--- src/rtl/scan_select_mux_pkg.sv ---
// Shared constants and helpers for the scan/select mux family.
package scan_select_mux_pkg;

  localparam logic MODE_MANUAL = 1'b0;
  localparam logic MODE_SCAN   = 1'b1;

  // Index/counter width that never collapses to zero bits.
  function automatic int clog2_min1(input int n);
    return (n <= 2) ? 1 : $clog2(n);
  endfunction

endpackage

--- src/rtl/scan_select_mux_if.sv ---
// Channel data, select/mode controls and registered results of the scan/select mux.
interface scan_select_mux_if
  import scan_select_mux_pkg::*;
#(
  parameter int N = 7,
  parameter int W = 1
);

  localparam int SEL_W = clog2_min1(N);

  logic [N*W-1:0]   din;
  logic [SEL_W-1:0] sel;
  logic             mode;
  logic             hold;
  logic [W-1:0]     dout;
  logic [SEL_W-1:0] cur_sel;
  logic             sel_err;
  logic             scan_tick;

  modport master (
    output din, sel, mode, hold,
    input  dout, cur_sel, sel_err, scan_tick
  );

  modport slave (
    input  din, sel, mode, hold,
    output dout, cur_sel, sel_err, scan_tick
  );

endinterface

--- src/rtl/scan_select_mux_tick_gen.sv ---
// Scan-rate prescaler: counts 0..DIV-1 while enabled and flags the terminal cycle.
module scan_select_mux_tick_gen
  import scan_select_mux_pkg::*;
#(
  parameter int DIV = 50_000_000
) (
  input  logic clk,
  input  logic rst,
  input  logic en,
  input  logic clr,
  output logic tick
);

  localparam int            CW   = clog2_min1(DIV);
  localparam logic [CW-1:0] LAST = CW'(DIV - 1);

  logic [CW-1:0] cnt;

  assign tick = en && (cnt == LAST);

  always_ff @(posedge clk) begin
    if (rst || clr) begin
      cnt <= '0;
    end else if (en) begin
      cnt <= tick ? '0 : cnt + 1'b1;
    end
  end

endmodule

--- src/rtl/scan_select_mux.sv ---
// Registered N-channel selector with manual select or timed auto-scan of all channels.
module scan_select_mux
  import scan_select_mux_pkg::*;
#(
  parameter int N   = 7,
  parameter int W   = 1,
  parameter int DIV = 50_000_000
) (
  input  logic             CLOCK_50,
  input  logic             reset,
  scan_select_mux_if.slave bus
);

  localparam int               SEL_W = clog2_min1(N);
  localparam logic [SEL_W:0]   N_EXT = (SEL_W + 1)'(N);
  localparam logic [SEL_W-1:0] LAST  = SEL_W'(N - 1);

  logic             scan_en;
  logic             pre_clr;
  logic             tick;
  logic             sel_oob;
  logic             cur_oob;
  logic [SEL_W-1:0] idx_next;
  logic [W-1:0]     data_next;

  assign scan_en = (bus.mode == MODE_SCAN) && !bus.hold;
  assign pre_clr = (bus.mode == MODE_MANUAL);
  assign sel_oob = ({1'b0, bus.sel} >= N_EXT);
  assign cur_oob = ({1'b0, bus.cur_sel} >= N_EXT);

  scan_select_mux_tick_gen #(
    .DIV (DIV)
  ) u_tick_gen (
    .clk  (CLOCK_50),
    .rst  (reset),
    .en   (scan_en),
    .clr  (pre_clr),
    .tick (tick)
  );

  // An errored manual select can leave cur_sel out of range; scan restarts at 0.
  always_comb begin
    idx_next = bus.cur_sel;
    if (bus.mode == MODE_MANUAL) begin
      idx_next = bus.sel;
    end else if (cur_oob) begin
      idx_next = '0;
    end else if (tick) begin
      idx_next = (bus.cur_sel == LAST) ? '0 : bus.cur_sel + 1'b1;
    end
  end

  // Out-of-range indices match no channel and therefore yield zero data.
  always_comb begin
    data_next = '0;
    for (int k = 0; k < N; k++) begin
      if (idx_next == SEL_W'(k)) begin
        data_next = bus.din[k*W +: W];
      end
    end
  end

  always_ff @(posedge CLOCK_50) begin
    if (reset) begin
      bus.dout      <= '0;
      bus.cur_sel   <= '0;
      bus.sel_err   <= 1'b0;
      bus.scan_tick <= 1'b0;
    end else begin
      bus.dout      <= data_next;
      bus.cur_sel   <= idx_next;
      bus.sel_err   <= (bus.mode == MODE_MANUAL) && sel_oob;
      bus.scan_tick <= tick;
    end
  end

endmodule

--- src/flat_wrapper.sv ---
// flat-port wrapper written by rule: the top's interface ports become plain ports
module scan_select_mux_flat import scan_select_mux_pkg::*;
#(
  parameter int N   = 7,
  parameter int W   = 1,
  parameter int DIV = 50_000_000
)
  (CLOCK_50, reset, bus_din, bus_sel, bus_mode, bus_hold, bus_dout, bus_cur_sel, bus_sel_err, bus_scan_tick);
  scan_select_mux_if #(.N(N), .W(W)) bus_i ();
  input  logic CLOCK_50;
  input  logic reset;
  input wire logic [$bits(bus_i.din)-1:0] bus_din;
  input wire logic [$bits(bus_i.sel)-1:0] bus_sel;
  input wire logic [$bits(bus_i.mode)-1:0] bus_mode;
  input wire logic [$bits(bus_i.hold)-1:0] bus_hold;
  output wire logic [$bits(bus_i.dout)-1:0] bus_dout;
  output wire logic [$bits(bus_i.cur_sel)-1:0] bus_cur_sel;
  output wire logic [$bits(bus_i.sel_err)-1:0] bus_sel_err;
  output wire logic [$bits(bus_i.scan_tick)-1:0] bus_scan_tick;
  assign bus_i.din = bus_din;
  assign bus_i.sel = bus_sel;
  assign bus_i.mode = bus_mode;
  assign bus_i.hold = bus_hold;
  assign bus_dout = bus_i.dout;
  assign bus_cur_sel = bus_i.cur_sel;
  assign bus_sel_err = bus_i.sel_err;
  assign bus_scan_tick = bus_i.scan_tick;
  scan_select_mux #(.N(N), .W(W), .DIV(DIV)) u_core (.CLOCK_50(CLOCK_50), .reset(reset), .bus(bus_i));
endmodule
--- config.mk ---
export PLATFORM = sky130hd
export DESIGN_NAME = scan_select_mux_flat
export DESIGN_NICKNAME = d
export VERILOG_FILES = /design/src/rtl/scan_select_mux_pkg.sv /design/src/rtl/scan_select_mux_if.sv /design/src/rtl/scan_select_mux_tick_gen.sv /design/src/rtl/scan_select_mux.sv /design/src/flat_wrapper.sv
export SDC_FILE = /design/constraint.sdc
export NUM_CORES = 1
export LEC_CHECK = 0
export ABC_AREA = 1
export CORE_AREA = 4 4 74 76
export CTS_CLUSTER_SIZE = 28
export DETAILED_ROUTE_END_ITERATION = 7
export DIE_AREA = 0 0 78 80
export MAX_ROUTING_LAYER = met4
export PLACE_DENSITY = 0.68
export SETUP_SLACK_MARGIN = 0.1
export SLEW_MARGIN = 20
export SYNTH_ARGS = -nofsm -noshare
export SYNTH_HDL_FRONTEND = slang
export SYNTH_SLANG_ARGS = --single-unit
--- constraint.sdc ---
create_clock -name CLOCK_50 -period 1.74 [get_ports CLOCK_50]
set_input_delay 0.261 -clock CLOCK_50 [delete_from_list [all_inputs] [get_ports CLOCK_50]]
set_output_delay 0.261 -clock CLOCK_50 [all_outputs]
set_load 0.02 [all_outputs]
## After elaboration in Yosys (flattened, before gate mapping)

Cells that the tools add are included.

- Output and inout port bits: 6
- Logic and storage cells: 36
- Input bits: 14
- Flip-flop bits (word level): 32

- $lt $le $gt $ge: 2
- Reductions and logical operators: 6
- Add/subtract/negate cells: 2
- Bitwise gates (word level): 1
- Mux-type cells: 12
- Equality and inequality tests: 8

Operators with widths:

| cell | count |
|---|---|
| $add A26 B1 Y26 const B | 1 |
| $eq A26 B26 Y1 const B | 1 |
| $mux W26 | 1 |
| $eq A3 B3 Y1 const B | 4 |
| $mux W3 | 4 |
| $mux W1 | 7 |
| $eq A3 B2 Y1 const B | 2 |
| $ge A3 B3 Y1 const B | 2 |
| $add A3 B1 Y3 const B | 1 |
| $eq A3 B1 Y1 const B | 1 |
| $logic_and A1 B1 Y1 | 3 |
| $logic_not A3 Y1 | 1 |
| $logic_not A1 Y1 | 1 |
| $logic_or A1 B1 Y1 | 1 |
| $not A1 Y1 | 1 |

## Longest topological paths before layout

- Depth in word-level cells: 14
- Gate-level depth with buffers: 14
- Depth with buffers taken out: 14

## By module

A second synthesis with hierarchy kept.

- Cells, all modules: 311
- Area total of the unflattened synthesis: 1,999.4 sq um

Modules (own cells, without submodules):

| module | instances | area each (sq um) | sequential area each (sq um) | cells an instance |
|---|---|---|---|---|
| scan_select_mux_tick_gen | 1 | 1,570.3 | 520.5 | 242 |
| scan_select_mux | 1 | 429.2 | 120.1 | 69 |

## Worst setup path before layout

OpenSTA, ideal clock, no wires.

- Kind: reg2reg
- From: register u_core.u_tick_gen.cnt[0]
- To: register u_core.u_tick_gen.cnt[24]
- Setup slack: 185 ps
- Library setup time: 115 ps
- Arrival: 1,441 ps
- Data required time: 1,625 ps
- Cell stages (with the launch flop): 10
- Buffers on the path: 0
- Period minus slack after synthesis: 1,555 ps
- Cell sequence: dfxtp_1 -> ha_1 -> nand2_1 -> nor2_2 -> nand4_1 -> nor3_2 -> nand2_1 -> nor3_2 -> nand3_1 -> o21a_1

- Word-level cells in the longest chain between the ends: 3
- Elaborated cells on any way between the ends: 4
- Classes of those cells: add/sub (1); eq/ne (1); mux (1); reduce/logical (1)

RTL lines:

| item | line | RTL |
|---|---|---|
| start: declaration | scan_select_mux_tick_gen.sv:17 | `logic [CW-1:0] cnt;` |
| start signal: assignment | scan_select_mux_tick_gen.sv:25 | `cnt <= tick ? '0 : cnt + 1'b1;` |
| branches (longest 2 deep; another with $add A26 B1 Y26) | n/a |  |
| $mux W26 * | scan_select_mux_tick_gen.sv:25 |  |

Mark *: on every way between the ends.
A chain may end at the register's enable or synchronous reset.

## Final worst setup path

Ends and elaborated chain as after synthesis.

==> Implementation_results.wiki <==
{| class="wikitable"
! Metric !! Value
|-
| Standard-cell rows || 25
|-
| Average cell area after synthesis || 6.75 um2
|-
| CP Class || flip-flop to flip-flop
|-
| Crit path capture type || flip-flop
|-
| Worst Path Arrival || 1.84 ns
|-
| Capture instance of the worst register-to-register path || u_core.u_tick_gen.cnt[24]$_SDFFE_PP0P_
|-
| Max-slew violation total from the final report || 0
|-
| Synthesized cell area || 1880 um2
|-
| Area share of xor/xnor cells in the synthesized design || 0.0140
|-
| Global-route wire length before repair || about 8.1 mm
|-
| Synth-to-layout area growth || 44.1%
|-
| PD cells || ~570 nW/um2
|-
| Clock slew at the register clock pins of the worst setup and hold paths || roughly 0.070 ns
|-
| Complex-gate fraction of the synthesized area || 0.127
|-
| Total count of hold-check failures in the final report || 0
|-
| # IOs || 20
|-
| Area of the placeable core || 4720 um2
|-
| Clk root buf || clkbuf_8
|-
| Nets@finish || 358
|-
| Switching power share of the total || 0.233
|-
| Warnings, synthesis || 0
|-
| Port buffer count || 19
|-
| Die extent in y || 80 um
|-
| Largest buffer count on any clock path || 2
|-
| Top-area cell type share of the netlist area || 0.341
|-
| Initial antenna violation count || 0
|-
| Detailed-routing iteration count for the pre-antenna-repair pass || 4
|-
| Most instantiated library cell after synthesis || nand2_1
|-
| Worst Min Path Start || bus_hold
|-
| Simple-gate share of the synthesized area || 0.403
|-
| Clock Skew || 0.00724 ns
|-
| Setup slack, reg-to-reg || about 0.079 ns
|-
| Largest fanout on the critical path || 3
|-
| Part of the power in registers || 0.486
|-
| Die X || 78 um
|-
| Max-cap viol count || 0
|-
| Via-per-instance ratio || 4.87
|-
| R2R Path Start || u_core.u_tick_gen.cnt[0]$_SDFFE_PP0P_
|-
| Number of design-rule violations left by the first detailed-router iteration || 126
|-
| Clock network fraction of total power || 0.403
|-
| Number of stages on the worst hold path || 4
|-
| Global-route usage over all layers || 0.168
|-
| H-Tree Depth || 2
|-
| Dominant combinational cell family by area after synthesis || simple AND/OR/NAND/NOR gates
|-
| Clock insertion delay at the later pin of the skew report || 0.28 ns
|-
| Starting Density || 0.397
|-
| Worst-case reg-to-reg path depth || 9
|-
| Max Freq || 602 MHz
|-
| Total negative setup slack || 0 ns
|-
| CTS tree || yes
|-
| Number of clock buffers inserted by TritonCTS || 5
|-
| Post-detailed-route count of antenna-violating nets || 0
|-
| Worst IR Drop VDD || 0.402 mV
|-
| HPWL after DPL || 3.74 mm
|-
| Remaining max-slew budget at the tightest pin || 0.823
|-
| Cell internal pwr || 1.18 mW
|-
| Post-synth net total || 294
|-
| Yosys cell types || 28
|-
| Overall routed net length || 4.88 mm
|-
| Number of enable flip-flop cells after synthesis || 0
|-
| Number of synthesized register bits || 32
|-
| Portion of the clock cycle consumed by the worst path in the final layout || 0.955
|-
| Total gr overflow || 0
|-
| Tightest Pin Transition || 0.263 ns
|-
| CP Launch Type || flip-flop
|-
| LEAKAGE || 1.16 nW
|-
| Run status || completed
|-
| Mux cell area share after synthesis || 0
|-
| Setup repair after global routing missed its margin || true
|-
| Most used flip-flop cell after synthesis || dfxtp_1
|-
| Adder and majority gate portion of the synthesized area || 0.0133
|-
| Cells taking the most area after synthesis || dfxtp_1 34%, nand2_1 11%, inv_1 8.8%, nand3_1 7.2%, a21oi_1 4.8%
|-
| Final setup viols || 0
|-
| Crit path time final || 1.66 ns
|-
| Gate count after technology mapping || 278
|-
| Gp weighted congestion || roughly 0.9
|-
| Filler cell count || 432
|-
| Routed vias || roughly 2000
|-
| Net Sw Power || 0.359 mW
|-
| Maximum number of pins on one net before global-route repair || 11
|-
| Tightest Hold Check Type || input pin to flip-flop
|-
| CTS Hold Buffers Added || 0
|-
| Number of clock sinks seen by CTS || 32
|-
| Average detailed-routed wire length per instance || between 10 and 15 um
|-
| Largest area contributor in the netlist || dfxtp_1
|-
| Hold worst-path end || u_core.u_tick_gen.cnt[0]$_SDFFE_PP0P_
|-
| Fraction of registers with async set/reset || 0
|-
| Count of antenna diodes in the layout || 0
|-
| Data required time at the worst endpoint || 1.92 ns
|-
| Multi-input combinational cell area || 1190 um2
|-
| Combinational power share || 0.112
|-
| Final design utilization || 0.572
|-
| Number of global-route vias before repair || 1814
|-
| Fraction of final layout cells sized beyond drive strength 1 || 0.319
|-
| Full die area || 6240 um2
|-
| Drc violations || 0
|-
| FF+latch area || 651 um2
|-
| Proportion of synthesized chip area in sequential cells || 0.341
|-
| Cell types with the highest counts after synthesis || 57 x nand2_1, 44 x inv_1, 32 x dfxtp_1, 27 x nand3_1, 24 x nor2_1
|}
worst max-delay path, cell delays in order, from the launching register on:
cell	delay, ns
dfxtp_2	0.36
ha_4	0.15
nand2_4	0.06
nor2_4	0.12
nand4_1	0.12
nor3_2	0.16
nand2_1	0.13
nor3_2	0.19
nand3_1	0.11
o21a_1	0.17
kinds of logic after synthesis:
family,count (synthesis)
and+or+nand+nor,151
buffers and inverters,49
AOI/OAI and AO/OA,41
DFF,32
xor gates and xnor gates,3
adders and majority gates,2
what timing repair did:
action                     4_1_cts  5_1_grt
cloned                           0        0
resized for setup               13       37
pin swaps                        9       16
setup buffers                    3        4
setup endpoints to repair       18       27
layer usage:
metal | track usage | share of wire | routed length [um] | vias up
met5 | - | 0 | 0 | -
met3 | 0.0350 | 0.050 | 246 | 4
li1 | - | - | - | 1035
met4 | 0.0507 | 0.011 | 53 | 0
met1 | 0.205 | 0.44 | 2170 | 903
met2 | 0.281 | 0.49 | 2410 | 48
how the worst max path moves through the flow:
stage	start	slack [ns]	end	cells after the start
global placement	bus_mode	-0.21	u_core.u_tick_gen.cnt[20]$_SDFFE_PP0P_	10
detailed placement	bus_mode	-0.27	u_core.u_tick_gen.cnt[20]$_SDFFE_PP0P_	10
floorplan	u_core.u_tick_gen.cnt[0]$_SDFFE_PP0P_	0.18	u_core.u_tick_gen.cnt[24]$_SDFFE_PP0P_	9
CTS	u_core.u_tick_gen.cnt[6]$_SDFFE_PP0P_	0.07	u_core.bus.dout$_SDFF_PP0_	13
global route	u_core.u_tick_gen.cnt[1]$_SDFFE_PP0P_	-0.05	u_core.u_tick_gen.cnt[24]$_SDFFE_PP0P_	9
finish	u_core.u_tick_gen.cnt[0]$_SDFFE_PP0P_	0.08	u_core.u_tick_gen.cnt[24]$_SDFFE_PP0P_	9
power groups by stage:
stage / logic (mW) / clock network [mW] / registers [mW]
after detailed placement: 0.158 / 0 / 0.763
after CTS: 0.160 / 0.636 / 0.747
after floorplan: 0.0621 / 0 / 0.770
final: 0.172 / 0.620 / 0.747
after global routing: 0.189 / 0.674 / 0.748
after global placement: 0.157 / 0 / 0.763
per-stage QoR:
stage / instance area [um2] / hold slack, ns / setup WS, ns / power (mW) / instances
after detailed placement: 2390 / 0.493 / -0.273 / 0.921 / 395
after CTS: 2550 / 0.506 / 0.0697 / 1.54 / 405
after global placement: 2390 / 0.487 / -0.210 / 0.919 / 395
after floorplan: 1880 / 0.333 / 0.185 / 0.833 / 278
after global routing: 2700 / 0.402 / -0.0544 / 1.61 / 409
final: 2700 / 0.375 / 0.0786 / 1.54 / 409
final cells by class:
class	instances	area share
repair buffers	59	0.186
flip-flops and latches	32	0.241
well taps	67	0.0310
clock buffers	7	0.0356
inverters	47	0.0680
multi-input cells	197	0.439
cells in the final DEF, fill, tap and decap left out, drive strengths merged:
master          n
nand2          67
inv            47
buf            40
dfxtp          32
nor2           32
nand3          28
a21oi          18
clkdlybuf4s50  17
nor3           14
o21ai          11
nand4           9
clkbuf          7
o21a            4
xor2            3
o211ai          2
a211oi          2
o31ai           2
dlymetal6s2s    2
ha              2
a221oi          1
nor4            1
a2bb2oi         1
registers in the layout (all words and copies together), names as in the netlist:
signal and flops:
u_core.bus.cur_sel 3, u_core.bus.dout 1, u_core.bus.sel_err 1, u_core.bus.scan_tick 1, u_core.u_tick_gen.cnt 26
Note: power is estimated with default switching activity, not from simulation.
